## src/rtl/uart_pkg.sv

```systemverilog
// Shared types and helpers for the UART receive path.
// The PARITY state exists only when UART_RX_PARITY_EN is defined.
package uart_pkg;

    localparam int unsigned UART_OVERSAMPLE = 16;

    typedef enum logic [2:0] {
        RX_IDLE,
        RX_START,
        RX_DATA,
`ifdef UART_RX_PARITY_EN
        RX_PARITY,
`endif
        RX_STOP,
        RX_WAIT_HIGH
    } uart_rx_state_t;

    // Rounded clock divider producing the 16x oversample tick.
    function automatic int unsigned uart_div(input int unsigned clk_freq,
                                             input int unsigned baud_rate);
        return (clk_freq + baud_rate * (UART_OVERSAMPLE / 2)) /
               (baud_rate * UART_OVERSAMPLE);
    endfunction

endpackage

```

## src/rtl/axis_sync_fifo.sv

```systemverilog
// Single-clock FIFO with a valid/ready read side; full pushes are dropped
// and flagged unless a pop frees the slot in the same cycle.
module axis_sync_fifo #(
    parameter int unsigned WIDTH = 9,
    parameter int unsigned DEPTH = 16
) (
    input  logic             clk,
    input  logic             rst,
    input  logic             push,
    input  logic [WIDTH-1:0] push_data,
    output logic             dropped,
    output logic [WIDTH-1:0] pop_data,
    output logic             pop_valid,
    input  logic             pop_ready
);
    localparam int unsigned AW = $clog2(DEPTH);

    if ((DEPTH < 2) || ((DEPTH & (DEPTH - 1)) != 0)) begin : g_bad_depth
        $error("axis_sync_fifo: DEPTH must be a power of two >= 2");
    end

    logic [WIDTH-1:0] mem [DEPTH];
    logic [AW:0]      wr_ptr;
    logic [AW:0]      rd_ptr;
    logic             empty;
    logic             full;
    logic             pop;
    logic             wr_ok;

    assign empty     = (wr_ptr == rd_ptr);
    assign full      = (wr_ptr[AW] != rd_ptr[AW]) && (wr_ptr[AW-1:0] == rd_ptr[AW-1:0]);
    assign pop_valid = !empty;
    assign pop       = pop_valid && pop_ready;
    assign wr_ok     = push && (!full || pop);
    assign dropped   = push && full && !pop;
    // Gate the read port so tdata reads zero whenever nothing is valid.
    assign pop_data  = empty ? '0 : mem[rd_ptr[AW-1:0]];

    always_ff @(posedge clk) begin
        if (rst) begin
            wr_ptr <= '0;
            rd_ptr <= '0;
        end else begin
            if (wr_ok) wr_ptr <= wr_ptr + (AW+1)'(1);
            if (pop)   rd_ptr <= rd_ptr + (AW+1)'(1);
        end
    end

    always_ff @(posedge clk) begin
        if (wr_ok) mem[wr_ptr[AW-1:0]] <= push_data;
    end

endmodule

```

## src/rtl/uart_rx_axis.sv

```systemverilog
// UART receiver with 16x oversampling, idle-timeout packet framing and an AXIS FIFO.
// Define UART_RX_PARITY_EN for an even-parity bit between data and stop.
module uart_rx_axis
    import uart_pkg::*;
#(
    parameter int unsigned CLK_FREQ   = 50000000,
    parameter int unsigned BAUD_RATE  = 115200,
    parameter int unsigned DATA_WIDTH = 8,
    parameter int unsigned IDLE_BITS  = 20,
    parameter int unsigned FIFO_DEPTH = 16
) (
    input  logic                  clk,
    input  logic                  rst,
    input  logic                  rx_i,
    output logic [DATA_WIDTH-1:0] m_axis_tdata,
    output logic                  m_axis_tvalid,
    input  logic                  m_axis_tready,
    output logic                  m_axis_tlast,
    output logic                  err_framing,
    output logic                  err_parity,
    output logic                  err_overflow
);
    localparam int unsigned DIV        = uart_div(CLK_FREQ, BAUD_RATE);
    localparam int unsigned DIV_W      = (DIV > 1) ? $clog2(DIV) : 1;
    localparam int unsigned SUB_W      = $clog2(UART_OVERSAMPLE);
    localparam int unsigned BIT_W      = (DATA_WIDTH > 1) ? $clog2(DATA_WIDTH) : 1;
    localparam int unsigned IDLE_TICKS = IDLE_BITS * UART_OVERSAMPLE;
    localparam int unsigned IDLE_W     = $clog2(IDLE_TICKS + 1);

    if (DIV < 1) begin : g_bad_div
        $error("uart_rx_axis: CLK_FREQ too low for 16x oversampling of BAUD_RATE");
    end

    uart_rx_state_t        state;
    uart_rx_state_t        state_next;
    logic                  rx_meta;
    logic                  rx_s;
    logic [DIV_W-1:0]      div_cnt;
    logic                  tick;
    logic [SUB_W-1:0]      sub_cnt;
    logic [BIT_W-1:0]      bit_cnt;
    logic [DATA_WIDTH-1:0] shreg;
    logic                  mid_bit;
    logic                  sub_clr;
    logic                  shift_en;
    logic                  start_detect;
    logic                  accept;
    logic                  framing_hit;
    logic [DATA_WIDTH-1:0] stg_data;
    logic                  stg_valid;
    logic [IDLE_W-1:0]     idle_cnt;
    logic                  idle_run;
    logic                  timeout;
    logic                  push;
    logic                  fifo_drop;
`ifdef UART_RX_PARITY_EN
    logic                  par_capture;
    logic                  par_flag;
    logic                  parity_hit;
`endif

    always_ff @(posedge clk) begin
        if (rst) begin
            rx_meta <= 1'b1;
            rx_s    <= 1'b1;
        end else begin
            rx_meta <= rx_i;
            rx_s    <= rx_meta;
        end
    end

    assign tick = (div_cnt == DIV_W'(DIV - 1));

    always_ff @(posedge clk) begin
        if (rst || tick) div_cnt <= '0;
        else             div_cnt <= div_cnt + DIV_W'(1);
    end

    assign mid_bit = tick && (sub_cnt == SUB_W'(UART_OVERSAMPLE - 1));

    always_ff @(posedge clk) begin
        if (rst) state <= RX_IDLE;
        else     state <= state_next;
    end

    always_comb begin
        state_next   = state;
        sub_clr      = 1'b0;
        shift_en     = 1'b0;
        start_detect = 1'b0;
        accept       = 1'b0;
        framing_hit  = 1'b0;
`ifdef UART_RX_PARITY_EN
        par_capture  = 1'b0;
        parity_hit   = 1'b0;
`endif
        case (state)
            RX_IDLE: begin
                if (!rx_s) begin
                    start_detect = 1'b1;
                    sub_clr      = 1'b1;
                    state_next   = RX_START;
                end
            end
            RX_START: begin
                if (tick && (sub_cnt == SUB_W'(UART_OVERSAMPLE / 2 - 1))) begin
                    if (rx_s) begin
                        state_next = RX_IDLE;
                    end else begin
                        sub_clr    = 1'b1;
                        state_next = RX_DATA;
                    end
                end
            end
            RX_DATA: begin
                if (mid_bit) begin
                    shift_en = 1'b1;
                    if (bit_cnt == BIT_W'(DATA_WIDTH - 1)) begin
`ifdef UART_RX_PARITY_EN
                        state_next = RX_PARITY;
`else
                        state_next = RX_STOP;
`endif
                    end
                end
            end
`ifdef UART_RX_PARITY_EN
            RX_PARITY: begin
                if (mid_bit) begin
                    par_capture = 1'b1;
                    state_next  = RX_STOP;
                end
            end
`endif
            RX_STOP: begin
                if (mid_bit) begin
                    if (!rx_s) begin
                        framing_hit = 1'b1;
                        state_next  = RX_WAIT_HIGH;
`ifdef UART_RX_PARITY_EN
                    end else if (par_flag) begin
                        parity_hit = 1'b1;
                        state_next = RX_IDLE;
`endif
                    end else begin
                        accept     = 1'b1;
                        state_next = RX_IDLE;
                    end
                end
            end
            RX_WAIT_HIGH: begin
                if (rx_s) state_next = RX_IDLE;
            end
            default: state_next = RX_IDLE;
        endcase
    end

    always_ff @(posedge clk) begin
        if (rst) begin
            sub_cnt <= '0;
            bit_cnt <= '0;
            shreg   <= '0;
        end else begin
            if (sub_clr)   sub_cnt <= '0;
            else if (tick) sub_cnt <= sub_cnt + SUB_W'(1);
            if (sub_clr)       bit_cnt <= '0;
            else if (shift_en) bit_cnt <= bit_cnt + BIT_W'(1);
            if (shift_en) shreg <= {rx_s, shreg[DATA_WIDTH-1:1]};
        end
    end

`ifdef UART_RX_PARITY_EN
    always_ff @(posedge clk) begin
        if (rst) begin
            par_flag   <= 1'b0;
            err_parity <= 1'b0;
        end else begin
            if (par_capture) par_flag <= (^shreg) ^ rx_s;
            err_parity <= parity_hit;
        end
    end
`else
    assign err_parity = 1'b0;
`endif

    // A start edge in the final idle tick means the line was not idle long enough.
    assign idle_run = (state == RX_IDLE) && stg_valid && tick && rx_s;
    assign timeout  = idle_run && (idle_cnt == IDLE_W'(IDLE_TICKS - 1));
    assign push     = timeout || (accept && stg_valid);

    always_ff @(posedge clk) begin
        if (rst) begin
            stg_data  <= '0;
            stg_valid <= 1'b0;
            idle_cnt  <= '0;
        end else begin
            if (accept) begin
                stg_data  <= shreg;
                stg_valid <= 1'b1;
            end else if (timeout) begin
                stg_valid <= 1'b0;
            end
            if (start_detect || timeout) idle_cnt <= '0;
            else if (idle_run)           idle_cnt <= idle_cnt + IDLE_W'(1);
        end
    end

    always_ff @(posedge clk) begin
        if (rst) begin
            err_framing  <= 1'b0;
            err_overflow <= 1'b0;
        end else begin
            err_framing  <= framing_hit;
            err_overflow <= fifo_drop;
        end
    end

    axis_sync_fifo #(
        .WIDTH (DATA_WIDTH + 1),
        .DEPTH (FIFO_DEPTH)
    ) u_fifo (
        .clk       (clk),
        .rst       (rst),
        .push      (push),
        .push_data ({timeout, stg_data}),
        .dropped   (fifo_drop),
        .pop_data  ({m_axis_tlast, m_axis_tdata}),
        .pop_valid (m_axis_tvalid),
        .pop_ready (m_axis_tready)
    );

endmodule

```

## config.mk

```make
export PLATFORM = sky130hd
export DESIGN_NAME = uart_rx_axis
export DESIGN_NICKNAME = d
export VERILOG_FILES = /design/src/rtl/uart_pkg.sv /design/src/rtl/axis_sync_fifo.sv /design/src/rtl/uart_rx_axis.sv
export SDC_FILE = /design/constraint.sdc
export NUM_CORES = 1
export LEC_CHECK = 0
export CORE_ASPECT_RATIO = 1.25
export CORE_MARGIN = 1
export CORE_UTILIZATION = 40
export DETAILED_ROUTE_END_ITERATION = 12
export DONT_BUFFER_PORTS = 1
export PLACE_DENSITY = 0.65
export SLEW_MARGIN = 10
export SYNTH_ARGS = -nofsm -noshare
export SYNTH_HDL_FRONTEND = slang
export SYNTH_HIERARCHICAL = 1
export SYNTH_SLANG_ARGS = --single-unit
export TNS_END_PERCENT = 30
```

## constraint.sdc

```tcl
create_clock -name clk -period 9.9 [get_ports clk]
set_input_delay 1.485 -clock clk [delete_from_list [all_inputs] [get_ports clk]]
set_output_delay 1.485 -clock clk [all_outputs]
set_load 0.1 [all_outputs]
```

[After elaboration in Yosys (flattened, before gate mapping)]
Memories as Yosys holds them, arrays and structs flattened. A register that Yosys moved wholly into a read port is not among the register bits.
Cells that the tools add are included.
Operators by class
  add/sub/neg operators: 6
  multipliers: 0
  div/mod/pow operators: 0
  magnitude comparators: 0
  eq/ne operators: 18
  shift-type cells: 0
  muxes and demuxes: 25
  bitwise logic cells: 2
  reduce and logical (&&, ||, !) cells: 25
Operators by type and width (count)
  3-bit two-way mux: 7
  5-bit by 1-bit adder with 5-bit output, second input constant: 3
  3-bit one-hot mux with 5 select lines: 1
  1-bit logical AND: 12
  1-bit two-way mux: 12
  2-bit != test, second input constant: 6
  9-bit by 1-bit adder with 9-bit output, second input constant: 1
  9-bit equality test, second input constant: 1
  9-bit two-way mux: 1
  4-bit two-way mux: 2
  3-bit by 2-bit equality test with 1-bit output, second input constant: 2
  3-bit equality test, second input constant: 2
  6-bit AND reduction: 1
  5-bit equality test: 1
  5-bit equality test, second input constant: 1
  4-bit by 1-bit adder with 4-bit output, second input constant: 1
  4-bit by 3-bit equality test with 1-bit output, second input constant: 1
  4-bit equality test: 1
  4-bit equality test, second input constant: 1
  1-bit logical OR: 4
  2-bit OR reduction: 2
  3-bit by 1-bit adder with 3-bit output, second input constant: 1
  3-bit by 1-bit equality test with 1-bit output, second input constant: 1
  1-bit zero test: 3
  7 further kinds: 8
Storage, ports and cells
  register bits: 55
  bits in latches: 0
  bits in writable memories: 144
  bits in read-only memories: 0
  input bits: 4
  output and inout port bits: 13
  word-level logic and storage cells: 91
  memories kept: 1
Memory list
  u_fifo.mem: words 16, bits a word 9, read ports 1, clocked after memory_dff 1, wr ports 1, RTL line axis_sync_fifo.sv:22  | logic [WIDTH-1:0] mem [DEPTH];

[Logic depth before layout (Yosys ltp)]
Gate-level depths: netlist (run 1).
  depth after elaboration: 9
  gate-level depth with buffers: 11
  depth with buffers taken out: 10

[Modules after synthesis]
Netlist (run 1), hierarchy kept.
Modules (own cells, without submodules)
  axis_sync_fifo: instances 1, cells each 330, area each 6319.8 um2, sequential area each 4604.4 um2
  uart_rx_axis: instances 1, cells each 207, area each 2013.2 um2, sequential area each 900.9 um2

[Worst setup path after synthesis (run 1)]
No wires, ideal clock.
  path type: flip-flop to output port
  start point: register u_fifo.wr_ptr[3]
  end point: output m_axis_tdata[0]
  data arrival time: 3229 ps
  data required time: 8415 ps
  path slack: 5186 ps
  cell stages (with the launch flop): 8
  path buffers: 3
  cells stage by stage: dfxtp_1 -> buf_2 -> xnor2_1 -> and4_1 -> buf_6 -> and2_4 -> buf_6 -> nor3_1
Between the ends
  longest elaborated chain between the ends: 2
RTL lines
  start: declaration: RTL line axis_sync_fifo.sv:23  | logic [AW:0] wr_ptr;
  start signal: assignment: RTL line axis_sync_fifo.sv:44  | if (wr_ok) wr_ptr <= wr_ptr + (AW+1)'(1);
  5-bit equality test: RTL line axis_sync_fifo.sv:30  | assign empty = (wr_ptr == rd_ptr);
  9-bit two-way mux: RTL line axis_sync_fifo.sv:37  | assign pop_data = empty ? '0 : mem[rd_ptr[AW-1:0]];
  end: declaration: RTL line uart_rx_axis.sv:15  | output logic [DATA_WIDTH-1:0] m_axis_tdata,
No other way between the ends.

==> flow_metrics.py, run 1 <==
metrics = {
    "run_status": {
        "status": "finished clean",
    },
    "timing": {
        "finalSetupTns_ns": 0,
        "rsz0062_at_grt": "no",
        "relSlewSlack_pct": 26.7,
        "worst_pin_slew_ns": 1.09,
        "fmax_ghz": 0.255,
        "drv_slew": 0,
        "finalCritPeriodShare_pct": 39.6,
        "timing_hold_violations_final": 0,
        "min_period_ns": 3.92,
        "skew_ns": 0.0183,
        "setup_viol": 0,
    },
    "power_and_ir_drop": {
        "power.total_mw": 1.98,
        "power_density_mw_per_mm2": 206,
        "leakagePower_nw": 3.25,
        "peakVddDrop_uv": 135,
    },
    "synth": {
        "synth-xor-area-share_pct": 1.88,
        "synth_mux_area_share_pct": 12.9,
        "syn_inst": 537,
        "async_flop_share_pct": 0,
        "ys.flop_type": "edfxtp_1",
        "synth_edf_count": 144,
        "yosys.area_share.adder_pct": 1.65,
        "synth_top_family_by_area": "multiplexers",
        "yosysSeqAreaShare_pct": 66.1,
        "synth_area_per_cell_um2": 15.5,
        "synth-compound-area-share_pct": 5.30,
        "syn_nets": 552,
        "yosys_register_bits": 203,
        "synthDistinctLibCells": 65,
        "synth-simple-area-share_pct": 9.64,
        "syn-cell-area_mm2": 0.00833,
        "yosys_warnings": 6,
    },
    "route": {
        "drt_first_pass_iters": 4,
        "drt-total-wl_um": 16600,
        "wl_per_cell_um": 19.9,
        "vias": 4527,
        "vias_per_cell": 5.44,
        "ant_nets": 0,
        "drt-initial-drc-count": 406,
        "drcViolationCount": 0,
    },
    "hold_path": {
        "holdPathEnd": "rx_s$_SDFF_PP1_",
        "min_from": "rx_meta$_SDFF_PP1_",
        "hold_depth": 1,
        "hold_path.class": "flop to flop",
    },
    "finish": {
        "diodes": 0,
        "nets": 562,
        "drive_gt1_share_pct": 20.1,
        "syn_to_final_growth_pct": 14.9,
    },
    "run": {
        "cap_violations": 0,
    },
    "clock_tree": {
        "cts.sinks": 203,
        "numCtsBuffers": 21,
        "cts_tree": "done",
        "cts_setup_buffers": 0,
        "cts-root-buf": "clkbuf_16",
        "htreeDepth": 1,
        "cts-hold-fix-buffers": 0,
        "clk_path_buf_depth": 3,
        "cts.clk_slew.worst_paths_ns": 0.06,
        "worstSkewPairLatency_ns": 0.49,
        "ctsResizeCount": 0,
    },
    "worst_setup_path": {
        "critPathBufInv": 2,
        "cpMaxStageDelayCell": "mux4_2",
        "cp-end-kind": "output pin",
        "critPathMaxFanout": 20,
        "cp_data_required_time_ns": 8.42,
        "cpPeakStageDelay_ns": 0.56,
        "r2r_cells": 9,
        "cp-start-kind": "flop",
        "crit_chain": "buf_4, mux4_2, o22ai_1, nor3_2, clkbuf_16",
        "critical_path.top_delay_family": "buffers and inverters",
        "arrival_ns": 2.43,
        "crit_type": "flop to output pin",
        "r2r_end": "u_fifo/mem[14][8]$_DFFE_PP_",
        "rrSetupSlack_ns": 6.45,
        "cp.depth": 5,
        "r2r_start": "div_cnt[0]$_SDFF_PP0_",
    },
    "floorplanning": {
        "core_area_mm2": 0.0202,
        "row_count": 58,
        "io_pins": 17,
        "fp.dieArea_mm2": 0.0214,
        "die_w_um": 131,
        "fp.dieH_um": 163,
        "initial_core_util_pct": 41.2,
    },
    "grt": {
        "antenna_found_initial": 0,
        "overflow": 0,
        "grt_pass1_vias": 4801,
        "grt_max_degree": 47,
        "gr-usage-all-layers_pct": 16.2,
        "grt_pass1_wl_um": 26300,
    },
    "placement": {
        "port_buffers": 0,
        "hpwl_um": 10600,
        "gp_congestion": 0.793,
    },
}
[placed cells by master (no fill, tap or decap), types with 7 or more instances in the layout]
cell       instances
nand2_1           14
nand4_1           11
edfxtp_1         144
clkbuf_16         30
nand3_1            7
xor2_1             7
o22ai_1           19
and3_1            17
inv_1             14
nor2_1            43
mux4_2            36
nor3_2            10
ha_1              11
dfxtp_1           59
xnor2_1            9
mux2i_1           21
a21oi_1            8
[flip-flops by register name, summed over array words and instances (netlist names), 3 cells and up, named ones only]
name	cells
bit_cnt	3
sub_cnt	4
div_cnt	5
u_fifo/wr_ptr	5
stg_data	8
idle_cnt	9
u_fifo/mem	144
shreg	8
u_fifo/rd_ptr	5
state	3
[cell usage after synthesis, types with 3 or more instances]
cell type | number | area [um^2]
o31ai_1 | 3 | 22.5
edfxtp_1 | 144 | 4320
and3_1 | 17 | 106
nor4bb_1 | 3 | 30.0
dfxtp_1 | 59 | 1180
o22ai_1 | 19 | 119
nand2_1 | 14 | 52.6
a21oi_1 | 8 | 40.0
buf_2 | 13 | 65.1
mux2i_1 | 21 | 210
buf_1 | 3 | 11.3
nor2_1 | 43 | 161
xor2_1 | 7 | 61.3
mux2_2 | 5 | 56.3
o21ai_0 | 4 | 20.0
ha_1 | 11 | 138
nand3_1 | 7 | 35.0
nor2b_1 | 6 | 37.5
a211oi_1 | 3 | 22.5
inv_1 | 14 | 52.6
buf_6 | 4 | 45.0
nand2b_1 | 4 | 25.0
nor4_1 | 3 | 18.8
nand4_1 | 11 | 68.8
clkbuf_1 | 5 | 18.8
or2_2 | 4 | 25.0
nor3_1 | 14 | 70.1
mux4_2 | 36 | 811
xnor2_1 | 9 | 78.8
[per-layer routing]
layer	GRT usage, %	share of wire [%]
met3	3.01	5.2
met4	4.91	2.3
met1	19.6	40
met5	0	0
met2	29.0	53
[worst register-to-register path, delay by kind of cell, from the launching register on]
| family | cells | cell delay, ns |
|---|---|---|
| and+or+nand+nor | 3 | 1.66 |
| AOI/OAI and AO/OA | 2 | 0.53 |
| buffers and inverters | 3 | 0.38 |
| DFF | 1 | 0.33 |
| adders and majority gates | 1 | 0.17 |
[power breakdown]
part / internal [mW] / total (mW) / switching (mW)
Sequential: 0.903 / 0.908 / 0.00540
Combinational: 0.0846 / 0.231 / 0.146
Clock: 0.530 / 0.837 / 0.307
Total: 1.52 / 1.98 / 0.458
[worst max-delay path by stage]
stage,endpoint,from,slack (ns)
2_1_floorplan,m_axis_tdata[0],u_fifo/wr_ptr[3]$_SDFFE_PP0P_,5.19
3_3_place_gp,m_axis_tdata[2],flop,6.49
3_5_place_dp,u_fifo/mem[6][4]$_DFFE_PP_,div_cnt[0]$_SDFF_PP0_,6.47
4_1_cts,m_axis_tdata[2],flop,5.95
5_1_grt,m_axis_tdata[2],flop,5.87
6_report,m_axis_tdata[2],flop,5.98
[area by class of cell]
class / count / area (um^2)
flip-flops and latches: 203 / 5510
fillers: 1681 / 10700
clock buffers: 28 / 562
inverters: 14 / 52.6
well taps: 270 / 338
repair buffers: 14 / 263
multi-input cells: 293 / 2680
clock inverters: 10 / 179
[cell families (layout without fill, tap and decap cells)]
family,Yosys count,count (layout)
xor gates and xnor gates,17,17
and+or+nand+nor,145,145
other,1,1
DFF,203,203
AOI/OAI and AO/OA,57,57
muxes,62,62
buffers and inverters,41,66
adders and majority gates,11,11
[metrics by stage]
stage | utilization, % | hold slack, ns | area, um^2 | worst slack, ns | instances
floorplan | - | 0.389 | 8330 | 5.19 | 537
global placement | 43.6 | 0.393 | 8830 | 6.49 | 794
detailed placement | 43.6 | 0.397 | 8830 | 6.47 | 794
CTS | 47.3 | 0.411 | 9580 | 5.95 | 832
global route | 47.3 | 0.445 | 9580 | 5.87 | 832
finish | 47.3 | 0.411 | 9580 | 5.98 | 832
Power figures use the tool's default switching activity.
==> run 2, diff against run 1 <==
Settings changed: PLACE_DENSITY 0.65 to 0.67.
Clock period 9.9 ns to 3.25 ns, I/O delays scaled along.
==> run 2 against run 1 <==
Compared with the run above:
- critical path depth up 4
- final area shrank 0.30%
- clock skew increased by 0.0038 ns
- first-iteration DRC count down 5.9%
- combinational power rose to 3.0 times the previous value
- via count up 3.4%
- global-route usage is 0.72 points higher
- worst hold slack worse by 0.33 ns
- sequential share of layout area rose by 0.17 points
- register-to-register slack lost 6.2 ns
==> flow_metrics.py, run 2 (same netlist as run 1, synthesis figures left out) <==
metrics = {
    "run_status": {
        "status": "finished clean",
    },
    "worst_setup_path": {
        "crit_type": "flop to flop",
        "critPathMaxFanout": 17,
        "cp-end-kind": "flop",
        "arrival_ns": 3.14,
        "cp_data_required_time_ns": 3.41,
        "cp-start-kind": "flop",
    },
    "floorplanning": {
        "core_area_mm2": 0.0202,
        "fp.dieH_um": 163,
        "fp.dieArea_mm2": 0.0214,
        "initial_core_util_pct": 41.2,
        "row_count": 58,
        "io_pins": 17,
        "die_w_um": 131,
    },
    "finish": {
        "drive_gt1_share_pct": 23.4,
        "stdcell_count": 833,
        "design_area_mm2": 0.00955,
        "utilization_pct": 47.2,
        "final_common_cell": "edfxtp_1",
        "largest_reg_flops": 144,
        "diodes": 0,
        "fillCellCount": 1704,
        "nets": 564,
        "syn_to_final_growth_pct": 14.6,
        "final_cell_mix": "edfxtp_1 (144), dfxtp_1 (59), nor2_1 (43)",
    },
    "route": {
        "drcViolationCount": 0,
        "vias_per_cell": 5.62,
        "drt-initial-drc-count": 382,
        "vias": 4682,
        "drt-total-wl_um": 17300,
        "ant_nets": 0,
        "wl_per_cell_um": 20.7,
        "drt_first_pass_iters": 5,
    },
    "power_and_ir_drop": {
        "power_density_mw_per_mm2": 609,
        "peakVddDrop_uv": 388,
        "power.total_mw": 5.82,
        "leakagePower_nw": 3.23,
    },
    "run": {
        "cap_violations": 0,
    },
    "grt": {
        "overflow": 0,
        "grt_max_degree": 47,
        "antenna_found_initial": 0,
        "gr-usage-all-layers_pct": 16.9,
        "grt_pass1_wl_um": 27000,
        "grt_pass1_vias": 4634,
    },
    "timing": {
        "finalSetupTns_ns": 0,
        "setup_viol": 0,
        "holdWs_ns": 0.0799,
        "min_period_ns": 2.98,
        "timing_hold_violations_final": 0,
        "final.setup.worst_slack_ns": 0.271,
        "fmax_ghz": 0.336,
        "finalCritPeriodShare_pct": 91.7,
        "drv_slew": 0,
        "relSlewSlack_pct": 36.9,
        "skew_ns": 0.0221,
        "worst_pin_slew_ns": 0.944,
        "rsz0062_at_grt": "no",
    },
    "placement": {
        "placed_cell_area_mm2": 0.00885,
        "hpwl_um": 11600,
        "place_inst": 796,
        "dp_slack_ns": 0.133,
        "port_buffers": 0,
        "gp_congestion": 0.853,
    },
    "clock_tree": {
        "htreeDepth": 1,
        "worstSkewPairLatency_ns": 0.49,
        "cts-hold-fix-buffers": 0,
        "cts-root-buf": "clkbuf_16",
        "cts_tree": "done",
        "numCtsBuffers": 21,
        "cts.clk_slew.worst_paths_ns": 0.06,
        "cts.sinks": 203,
        "clk_path_buf_depth": 3,
    },
    "hold_path": {
        "hold_path.class": "input pin to flop",
    },
}
run 2: changes by cell type in the layout (fill, tap and decap cells not counted), sizes merged:
cell    before  now
buf          5    7
bufinv       5    2
clkbuf      37   36
inv         15   18
run 2: report_power, final:
group | internal (mW) | switching, mW
Clock | 1.39 | 0.967
Combinational | 0.258 | 0.434
Sequential | 2.75 | 0.0170
run 2: path summary, 6_finish.rpt:
path | startpoint | end | slack, ns | depth (start not counted)
min reg2reg | rx_meta$_SDFF_PP1_ | rx_s$_SDFF_PP1_ | 0.45 | 1
max | div_cnt[0]$_SDFF_PP0_ | u_fifo/mem[7][5]$_DFFE_PP_ | 0.27 | 9
min | rst | stg_data[7]$_SDFFE_PP0P_ | 0.08 | 1
max reg2reg | div_cnt[0]$_SDFF_PP0_ | u_fifo/mem[7][5]$_DFFE_PP_ | 0.27 | 9
run 2: cell type report:
class                      instances  area (um^2)  share of cell area, %
sequential                       203         5510                   57.7
multi-input combinational        293         2700                   28.2
clock buffer                      27          558                   5.85
tap                              270          338                   3.54
timing repair buffer              16          278                   2.91
clock inverter                    10          120                   1.26
inverter                          14         52.6                  0.550
run 2: critical path, cell delays in order, from the launching register on:
cell,delay [ns]
dfxtp_1,0.33
inv_1,0.06
ha_1,0.18
and4b_2,0.44
nand3_4,0.17
nor4_2,0.32
a21o_1,0.20
inv_1,0.12
a21oi_4,0.40
and3_2,0.43
run 2: routing by layer:
layer	wire, um	vias to the layer above	global-route usage [%]
met3	1060	28	2.69
met4	407	0	4.91
li1	-	2109	-
met1	6890	2375	22.1
met5	0	-	0
met2	8920	170	29.0
run 2: repair_timing:
| item | CTS | global route |
|---|---|---|
| buffers inserted | 0 | 0 |
| resized for setup | 0 | 15 |
| endpoints found under the setup margin | 0 | 135 |
==> run 3, diff against run 2 <==
Settings changed: CORE_MARGIN 1 to not set.
==> results of run 3 <==
The final DEF is identical to that of run 2; final timing and power are the same.
